<file path="src/rtl/lsu_pkg.sv">
// Shared definitions for the load/store unit: memory width codes, RISC-V
// funct3 encodings, the FSM state type and small decode helpers.
package lsu_pkg;

    // Width codes understood by the byte-lane memory
    localparam logic [1:0] BYTE = 2'b00;
    localparam logic [1:0] HALF = 2'b01;
    localparam logic [1:0] WORD = 2'b11;

    // RISC-V load/store funct3 encodings
    localparam logic [2:0] F3_B  = 3'b000;
    localparam logic [2:0] F3_H  = 3'b001;
    localparam logic [2:0] F3_W  = 3'b010;
    localparam logic [2:0] F3_BU = 3'b100;
    localparam logic [2:0] F3_HU = 3'b101;

    typedef enum logic [1:0] {
        IDLE   = 2'b00,
        ACCESS = 2'b01,
        READ   = 2'b10,
        DONE   = 2'b11
    } lsu_state_e;

    // The low two funct3 bits select the access size for both loads and stores
    function automatic logic [1:0] width_of(input logic [2:0] funct3);
        case (funct3[1:0])
            2'b00:   width_of = BYTE;
            2'b01:   width_of = HALF;
            default: width_of = WORD;
        endcase
    endfunction

    // Stores have no unsigned variants, so anything above W is illegal;
    // loads reject 011 and the unused 11x encodings
    function automatic logic is_illegal(input logic store, input logic [2:0] funct3);
        if (store)
            is_illegal = (funct3 > F3_W);
        else
            is_illegal = (funct3 == 3'b011) || (funct3[2:1] == 2'b11);
    endfunction

endpackage

</file>
<file path="src/rtl/lsu_load_extend.sv">
// Combinational extraction of the addressed byte/half/word from the memory
// read word (addressed byte is in [31:24]) and sign/zero extension by funct3.
module lsu_load_extend
    import lsu_pkg::*;
(
    input  logic [2:0]  funct3,
    input  logic [31:0] mem_out,
    output logic [31:0] load_data
);

    logic [7:0]  byte_val;
    logic [15:0] half_val;

    assign byte_val = mem_out[31:24];
    assign half_val = mem_out[31:16];

    // Select the field and fill the upper bits with its sign or with zero
    always_comb begin
        load_data = '0;
        case (funct3)
            F3_B:    load_data = {{24{byte_val[7]}}, byte_val};
            F3_BU:   load_data = {24'h0, byte_val};
            F3_H:    load_data = {{16{half_val[15]}}, half_val};
            F3_HU:   load_data = {16'h0, half_val};
            F3_W:    load_data = mem_out;
            default: load_data = '0;
        endcase
    end

endmodule

</file>
<file path="src/rtl/load_store_unit.sv">
// Load/store unit: accepts one access at a time from the pipeline, drives a
// synchronous byte-lane memory and returns extended load data or an error.
module load_store_unit
    import lsu_pkg::*;
(
    input  logic        clk,
    input  logic        rst,
    input  logic        req_valid,
    output logic        req_ready,
    input  logic        req_store,
    input  logic [2:0]  req_funct3,
    input  logic [31:0] req_addr,
    input  logic [31:0] req_wdata,
    output logic        resp_valid,
    input  logic        resp_ready,
    output logic [31:0] resp_rdata,
    output logic        resp_err,
    output logic [31:0] mem_address,
    output logic [31:0] mem_in,
    output logic        mem_wren,
    output logic [1:0]  mem_width,
    input  logic [31:0] mem_out
);

    lsu_state_e  state_reg;
    logic        store_reg;
    logic [2:0]  funct3_reg;
    logic        req_ready_reg;
    logic        resp_valid_reg;
    logic        resp_err_reg;
    logic [31:0] resp_rdata_reg;
    logic [31:0] mem_address_reg;
    logic [31:0] mem_in_reg;
    logic        mem_wren_reg;
    logic [1:0]  mem_width_reg;
    logic [31:0] load_data;

    lsu_load_extend u_load_extend (
        .funct3    (funct3_reg),
        .mem_out   (mem_out),
        .load_data (load_data)
    );

    // Access sequencer; memory-side outputs are registered at acceptance so
    // they are valid throughout ACCESS and simply hold in every later state
    always_ff @(posedge clk or posedge rst) begin
        if (rst) begin
            state_reg       <= IDLE;
            store_reg       <= 1'b0;
            funct3_reg      <= 3'b000;
            req_ready_reg   <= 1'b1;
            resp_valid_reg  <= 1'b0;
            resp_err_reg    <= 1'b0;
            resp_rdata_reg  <= 32'h0;
            mem_address_reg <= 32'h0;
            mem_in_reg      <= 32'h0;
            mem_wren_reg    <= 1'b0;
            mem_width_reg   <= WORD;
        end else begin
            case (state_reg)
                IDLE: begin
                    if (req_valid) begin
                        store_reg      <= req_store;
                        funct3_reg     <= req_funct3;
                        resp_rdata_reg <= 32'h0;
                        req_ready_reg  <= 1'b0;
                        if (is_illegal(req_store, req_funct3)) begin
                            // Report immediately without touching memory
                            resp_err_reg   <= 1'b1;
                            resp_valid_reg <= 1'b1;
                            state_reg      <= DONE;
                        end else begin
                            resp_err_reg    <= 1'b0;
                            mem_address_reg <= req_addr;
                            mem_width_reg   <= width_of(req_funct3);
                            mem_in_reg      <= req_wdata;
                            mem_wren_reg    <= req_store;
                            state_reg       <= ACCESS;
                        end
                    end
                end
                ACCESS: begin
                    // The store commits at the edge leaving ACCESS
                    mem_wren_reg <= 1'b0;
                    if (store_reg) begin
                        resp_valid_reg <= 1'b1;
                        state_reg      <= DONE;
                    end else begin
                        state_reg <= READ;
                    end
                end
                READ: begin
                    resp_rdata_reg <= load_data;
                    resp_valid_reg <= 1'b1;
                    state_reg      <= DONE;
                end
                DONE: begin
                    if (resp_ready) begin
                        resp_valid_reg <= 1'b0;
                        resp_err_reg   <= 1'b0;
                        req_ready_reg  <= 1'b1;
                        state_reg      <= IDLE;
                    end
                end
                default: begin
                    state_reg <= IDLE;
                end
            endcase
        end
    end

    assign req_ready   = req_ready_reg;
    assign resp_valid  = resp_valid_reg;
    assign resp_err    = resp_err_reg;
    assign resp_rdata  = resp_rdata_reg;
    assign mem_address = mem_address_reg;
    assign mem_in      = mem_in_reg;
    assign mem_wren    = mem_wren_reg;
    assign mem_width   = mem_width_reg;

endmodule

</file>
<file path="config.mk">
export PLATFORM = sky130hd
export DESIGN_NAME = load_store_unit
export DESIGN_NICKNAME = d
export VERILOG_FILES = /design/src/rtl/lsu_pkg.sv /design/src/rtl/lsu_load_extend.sv /design/src/rtl/load_store_unit.sv
export SDC_FILE = /design/constraint.sdc
export NUM_CORES = 1
export LEC_CHECK = 0
export ABC_AREA = 1
export CELL_PAD_IN_SITES_DETAIL_PLACEMENT = 1
export CELL_PAD_IN_SITES_GLOBAL_PLACEMENT = 2
export CORE_MARGIN = 1
export CORE_UTILIZATION = 23
export DETAILED_ROUTE_END_ITERATION = 6
export GPL_ROUTABILITY_DRIVEN = 0
export GPL_TIMING_DRIVEN = 0
export PLACE_DENSITY = 0.78
export REMOVE_ABC_BUFFERS = 1
export SYNTH_ARGS = -nofsm -noshare
export SYNTH_HDL_FRONTEND = slang
export SYNTH_SLANG_ARGS = --single-unit
</file>
<file path="constraint.sdc">
create_clock -name clk -period 5.1 [get_ports clk]
set_input_delay 1.53 -clock clk [delete_from_list [all_inputs] [get_ports clk]]
set_output_delay 1.53 -clock clk [all_outputs]
set_load 0.05 [all_outputs]
</file>
==> results of run 1 <==
[how the worst max path moves through the flow]
stage	depth (start not counted)	startpoint	slack, ns	endpoint
6_report	7	req_valid	1.08	mem_wren
5_1_grt	7	req_valid	0.76	mem_wren
4_1_cts	7	req_valid	0.90	mem_wren
3_5_place_dp	7	req_valid	0.51	mem_wren
3_3_place_gp	2	rst	-1.51	mem_address[31]
2_1_floorplan	1	rst	0.73	funct3_reg[0]
[synth_stat cells (all sizes together)]
library cell,instances,area share (%)
ha,5,1.3
inv,16,1.2
clkinv,1,0.10
nand2,290,23
nor2,14,1.5
a21oi,1,0.10
o21ai,15,1.5
dfstp,3,1.6
dfrtp,105,54
buf,29,3.6
clkbuf,7,0.54
nand3,115,12
[per-stage QoR]
| step | cell area [µm²] | utilization, % | worst slack, ns |
|---|---|---|---|
| 6_report | 7450 | 36.4 | 1.08 |
| 5_1_grt | 7450 | 36.4 | 0.763 |
| 4_1_cts | 7450 | 36.3 | 0.901 |
| 3_5_place_dp | 7100 | 34.7 | 0.512 |
| 3_3_place_gp | 7050 | 34.4 | -1.51 |
| 2_1_floorplan | 4660 | - | 0.729 |
[where the power goes]
group | switching, W | total [W] | internal [W]
clock network | 0.000351 | 0.000839 | 0.000488
logic | 0.00209 | 0.00302 | 0.000925
registers | 0.000249 | 0.00148 | 0.00123
[cell families after synthesis]
family | count (synthesis)
simple gates | 419
flops | 108
buf+inv | 53
compound gates | 16
fa+ha+maj | 5
[cell type report]
class                      count  share of cell area [%]
timing repair buffer         206                    27.9
multi-input combinational    440                    25.7
inverter                      17                   0.940
sequential                   108                    36.3
clock buffer                  10                    3.07
tap                          270                    4.53
clock inverter                 6                    1.59
[worst max-delay path, cell delays in order]
cell and delay (ns):
clkdlybuf4s50_1 0.44, nand2_2 0.14, clkinv_2 0.78, nand2_4 1.06, nand2_1 0.10, nand2_1 0.10, inv_1 0.04
[routing by layer]
metal	up-vias	wire [µm]	track usage [%]
met2	170	7050	24.4
met1	2215	7520	20.2
li1	2258	-	-
met3	12	1970	7.42
met4	0	199	4.95
met5	-	0	0
==> metrics.txt, run 1 <==
cts repair resizes 0; Crit. End Element register; CTS Hold Buffers Added 0; Rows 52; Max VDD drop 0.334 mV; complex-gate fraction of the synthesized area under 10%; Slew @ Worst Pin between 1 and 1.5 ns; vias in the first global route 4,909; worst min-delay path category register to register; Final period util between 70% and 80%; required time of the critical path ~5.4 ns; worst hold start mem_in[5]; FF-to-FF End mem_wren; internal reg-to-reg setup slack roughly 1.8 ns; main combinational cell family by area after synthesis simple AND/OR/NAND/NOR gates; final-stage net count 891; Initial Util 23.7%; mux cell area share after synthesis 0%; WL final 16.7 mm; Ys Warns 0; worst-case clock buffer depth 2; Clk Latency, worst-skew pair 0.36 ns; Final Hold Fails 0; fin cells 1,057; Layout fillers 2,466; most common cell after layout, fill and taps aside nand2_1; Yosys cell types 19; vias per cell between 4 and 5; H-tree Lvls 3; Post-CTS Setup Bufs 0; CTS tree yes; Crit Path Class primary input to register; area of the core 20,500 µm²; critical path peak fanout just under 70; fmax between 200 and 250 MHz; Slew HR 10.8%; Hold Path Sink mem_in[5]; initial antenna violation count 0; Total GRT Usage between 10% and 20%; clk root buf clkbuf_16; pins over their slew limit 0; Post-Synthesis Cells about 600; DRC Markers 0; power per cell area approximately 720 nW/µm²; RSZ-0062 raised after global routing false; # diodes 0; die span in y between 100 and 150 µm; Worst Hold Depth 2; Seq cells post-synth roughly 110; Synth Area in XOR/XNOR 0%; critical path arrival around 4.3 ns; footprint of the multi-input gates 1910 µm²; worst r2r src state_reg[0]; DRT Pass-1 Iters 4; kind of start point of the critical path primary input; Tmin final ~4 ns; area grow syn2layout 53.6%; Routed Antenna Nets 0; Power Total approximately 0.0053 W; outcome finished clean; Post-DP HPWL 10.9 mm; Top-Level Pins between 200 and 250; share of cells above drive strength 1 under 10%; Starting DRT DRC Count 188; via count 4,655; post-DR wirelength/cell 15.8 µm; IO Port Bufs approximately 200; setup violators final 0; number of max-cap violations 0; post-synthesis simple-gate area fraction a little over a third; most frequent cells in the layout nand2_1, clkdlybuf4s50_1, nand3_1; leakage around 3.6 nW; die area 21,700 µm²; Fin Setup TNS 0 ns; Mapped Area 4850 µm²; sequential element share of the synthesized area 55.7%; Storage cell area 2710 µm²; clock skew roughly 0.012 ns; WHS about 0.47 ns; aggregate global routing overflow 0; placed insts between 1,000 and 1,500; global-route wire length before repair between 20 and 30 mm; adder-cell share of the synthesized area 1.29%; syn avg cell area 8.08 µm²; cts bufs inserted 9; Die X ~150 µm; worst-case reg-to-reg path depth 8; # clock sinks 108; largest net degree at the start of global routing 70; Worst-path clk slew about 0.08 ns
(Power assumes the default switching activity.)
==> inputs of run 2 (changes only) <==
clock period = 3.7 ns   (was 5.1 ns; I/O delays follow)
==> metrics.txt, run 2 (synthesized netlist as in run 1, its figures left out) <==
# diodes 0 (unchanged); worst min-delay path category register to register; aggregate global routing overflow 0 (unchanged); Worst-path clk slew 0.08 ns (about the same); DRT Pass-1 Iters 4 (unchanged); WL final 16.7 mm (about the same); Fin Setup TNS 0 ns (unchanged); area grow syn2layout 53.7%; IO Port Bufs 205 (unchanged); largest net degree at the start of global routing 70 (unchanged); Starting DRT DRC Count 188 (unchanged); kind of start point of the critical path primary input; area of the core 20,500 µm² (unchanged); Rows 52 (unchanged); Cell Chain, Critical Path clkdlybuf4s50_1 > nand2_2 > clkinv_2 > nand2_8 > nand2_1 > nand2_1 > inv_1; clk root buf clkbuf_16; pins over their slew limit 0 (unchanged); fmax ~300 MHz; die span in y 147 µm (unchanged); vias per cell 4.40 (about the same); critical path arrival 3.64 ns (-0.63 ns); leakage 3.60 nW (-0.15%); Initial Util 23.7% (unchanged); most frequent cells in the layout nand2_1, clkdlybuf4s50_1, nand3_1; final instance area 7460 µm² (+0.12%); Crit. End Element register; Routed Antenna Nets 0 (unchanged); outcome finished clean; Slew @ Worst Pin 1.34 ns (unchanged); worst-case clock buffer depth 2 (unchanged); Total GRT Usage 16.1% (unchanged); post-DR wirelength/cell 15.8 µm (about the same); area post-placement 7100 µm² (unchanged); RSZ-0062 raised after global routing false; Layout Utilization 36.4% (+0.043 points); Crit path max-delay family buffers and inverters; global-route wire length before repair 27.2 mm (unchanged); Die X 147 µm (unchanged); most used cell, CP nand2_1; final-stage net count 891 (unchanged); CTS tree yes; power per cell area 985 nW/µm² (+38%); H-tree Lvls 3 (unchanged); DRC Markers 0 (unchanged); Clk Latency, worst-skew pair 0.36 ns (about the same); number of max-cap violations 0 (unchanged); Tmin final around 3.4 ns; Slew HR 10.8% (unchanged); Crit Path Class primary input to register; cts bufs inserted 9 (unchanged); Final period util 91.5%; required time of the critical path 3.95 ns (-1.40 ns); vias in the first global route 4,909 (unchanged); setup violators final 0 (unchanged); WP buf/inv 3 (unchanged); Final Hold Fails 0 (unchanged); Post-DP HPWL 10.9 mm (unchanged); clock skew 0.0118 ns (unchanged); CP max stage delay 0.83 ns (-0.23 ns); critical path peak fanout 69 (unchanged); Top-Level Pins 206 (unchanged); # clock sinks 108 (unchanged); die area 21,700 µm² (unchanged); critical path's slowest cell nand2_8; CTS Hold Buffers Added 0 (unchanged); Max VDD drop 0.460 mV (+38%); most common cell after layout, fill and taps aside nand2_1; initial antenna violation count 0 (unchanged); share of cells above drive strength 1 3.81% (unchanged); via count 4,656 (+0.021%)
## run 2: changes by cell type in the layout (fill, tap and decap cells not counted)
cell     change
nand2_4      -1
nand2_8      +1
## run 2: layer usage
layer | track usage [%] | share of wire (%) | up-vias
li1 | - | - | 2259
met5 | 0 | 0 | -
met1 | 20.2 | 45 | 2215
met4 | 4.95 | 1.2 | 0
met3 | 7.42 | 12 | 12
met2 | 24.4 | 42 | 170
## run 2: final timing paths
path | from | to | slack [ns] | depth (start not counted)
worst max-delay path | req_valid | mem_wren | 0.31 | 7
worst min-delay path | mem_in[5] | mem_in[5] | 0.47 | 2
worst max register to register | state_reg[0] | mem_wren | 0.64 | 8
worst min register to register | mem_in[5] | mem_in[5] | 0.47 | 2
max in group asynchronous | rst | mem_in[2] | 1.83 | 3
min in group asynchronous | rst | resp_rdata[3] | 1.18 | 2
## run 2: power breakdown
part / internal (W) / total (W) / switching [W]
Sequential: 0.00169 / 0.00204 / 0.000344
Clock: 0.000672 / 0.00116 / 0.000484
Combinational: 0.00128 / 0.00416 / 0.00288
## run 2: area by class of cell
cell class	instances	area, µm²
Inverter	17	70.1
Tap cell	270	338
Sequential cell	108	2710
Clock buffer	10	229
Fill cell	2464	13000
Timing Repair Buffer	206	2080
Multi-Input combinational cell	440	1920
Clock inverter	6	119
## run 2: repair_timing
action | 4_1_cts | 5_1_grt
resized for setup | 1 | 0
buffers inserted | 0 | 0
endpoints found under the setup margin | 11 | 0
## run 2: stage by stage
step                hold WS [ns]  setup slack, ns  instances  power [W]
finish                     0.471            0.314       1057    0.00735
global route               0.496           0.0353       1057    0.00783
CTS                        0.476            0.163       1057    0.00747
detailed placement         0.460           -0.468       1041    0.00626
global placement           0.452            -2.49       1040    0.00621
floorplan                  0.475           -0.251        565    0.00467
## run 2: worst reg2reg max path, stage by stage (launching register included)
cell and delay [ns]:
dfrtp_1 0.42, inv_1 0.10, ha_1 0.32, nand2_2 0.17, clkinv_2 0.80, nand2_8 0.91, nand2_1 0.11, nand2_1 0.08
inv_1 0.04
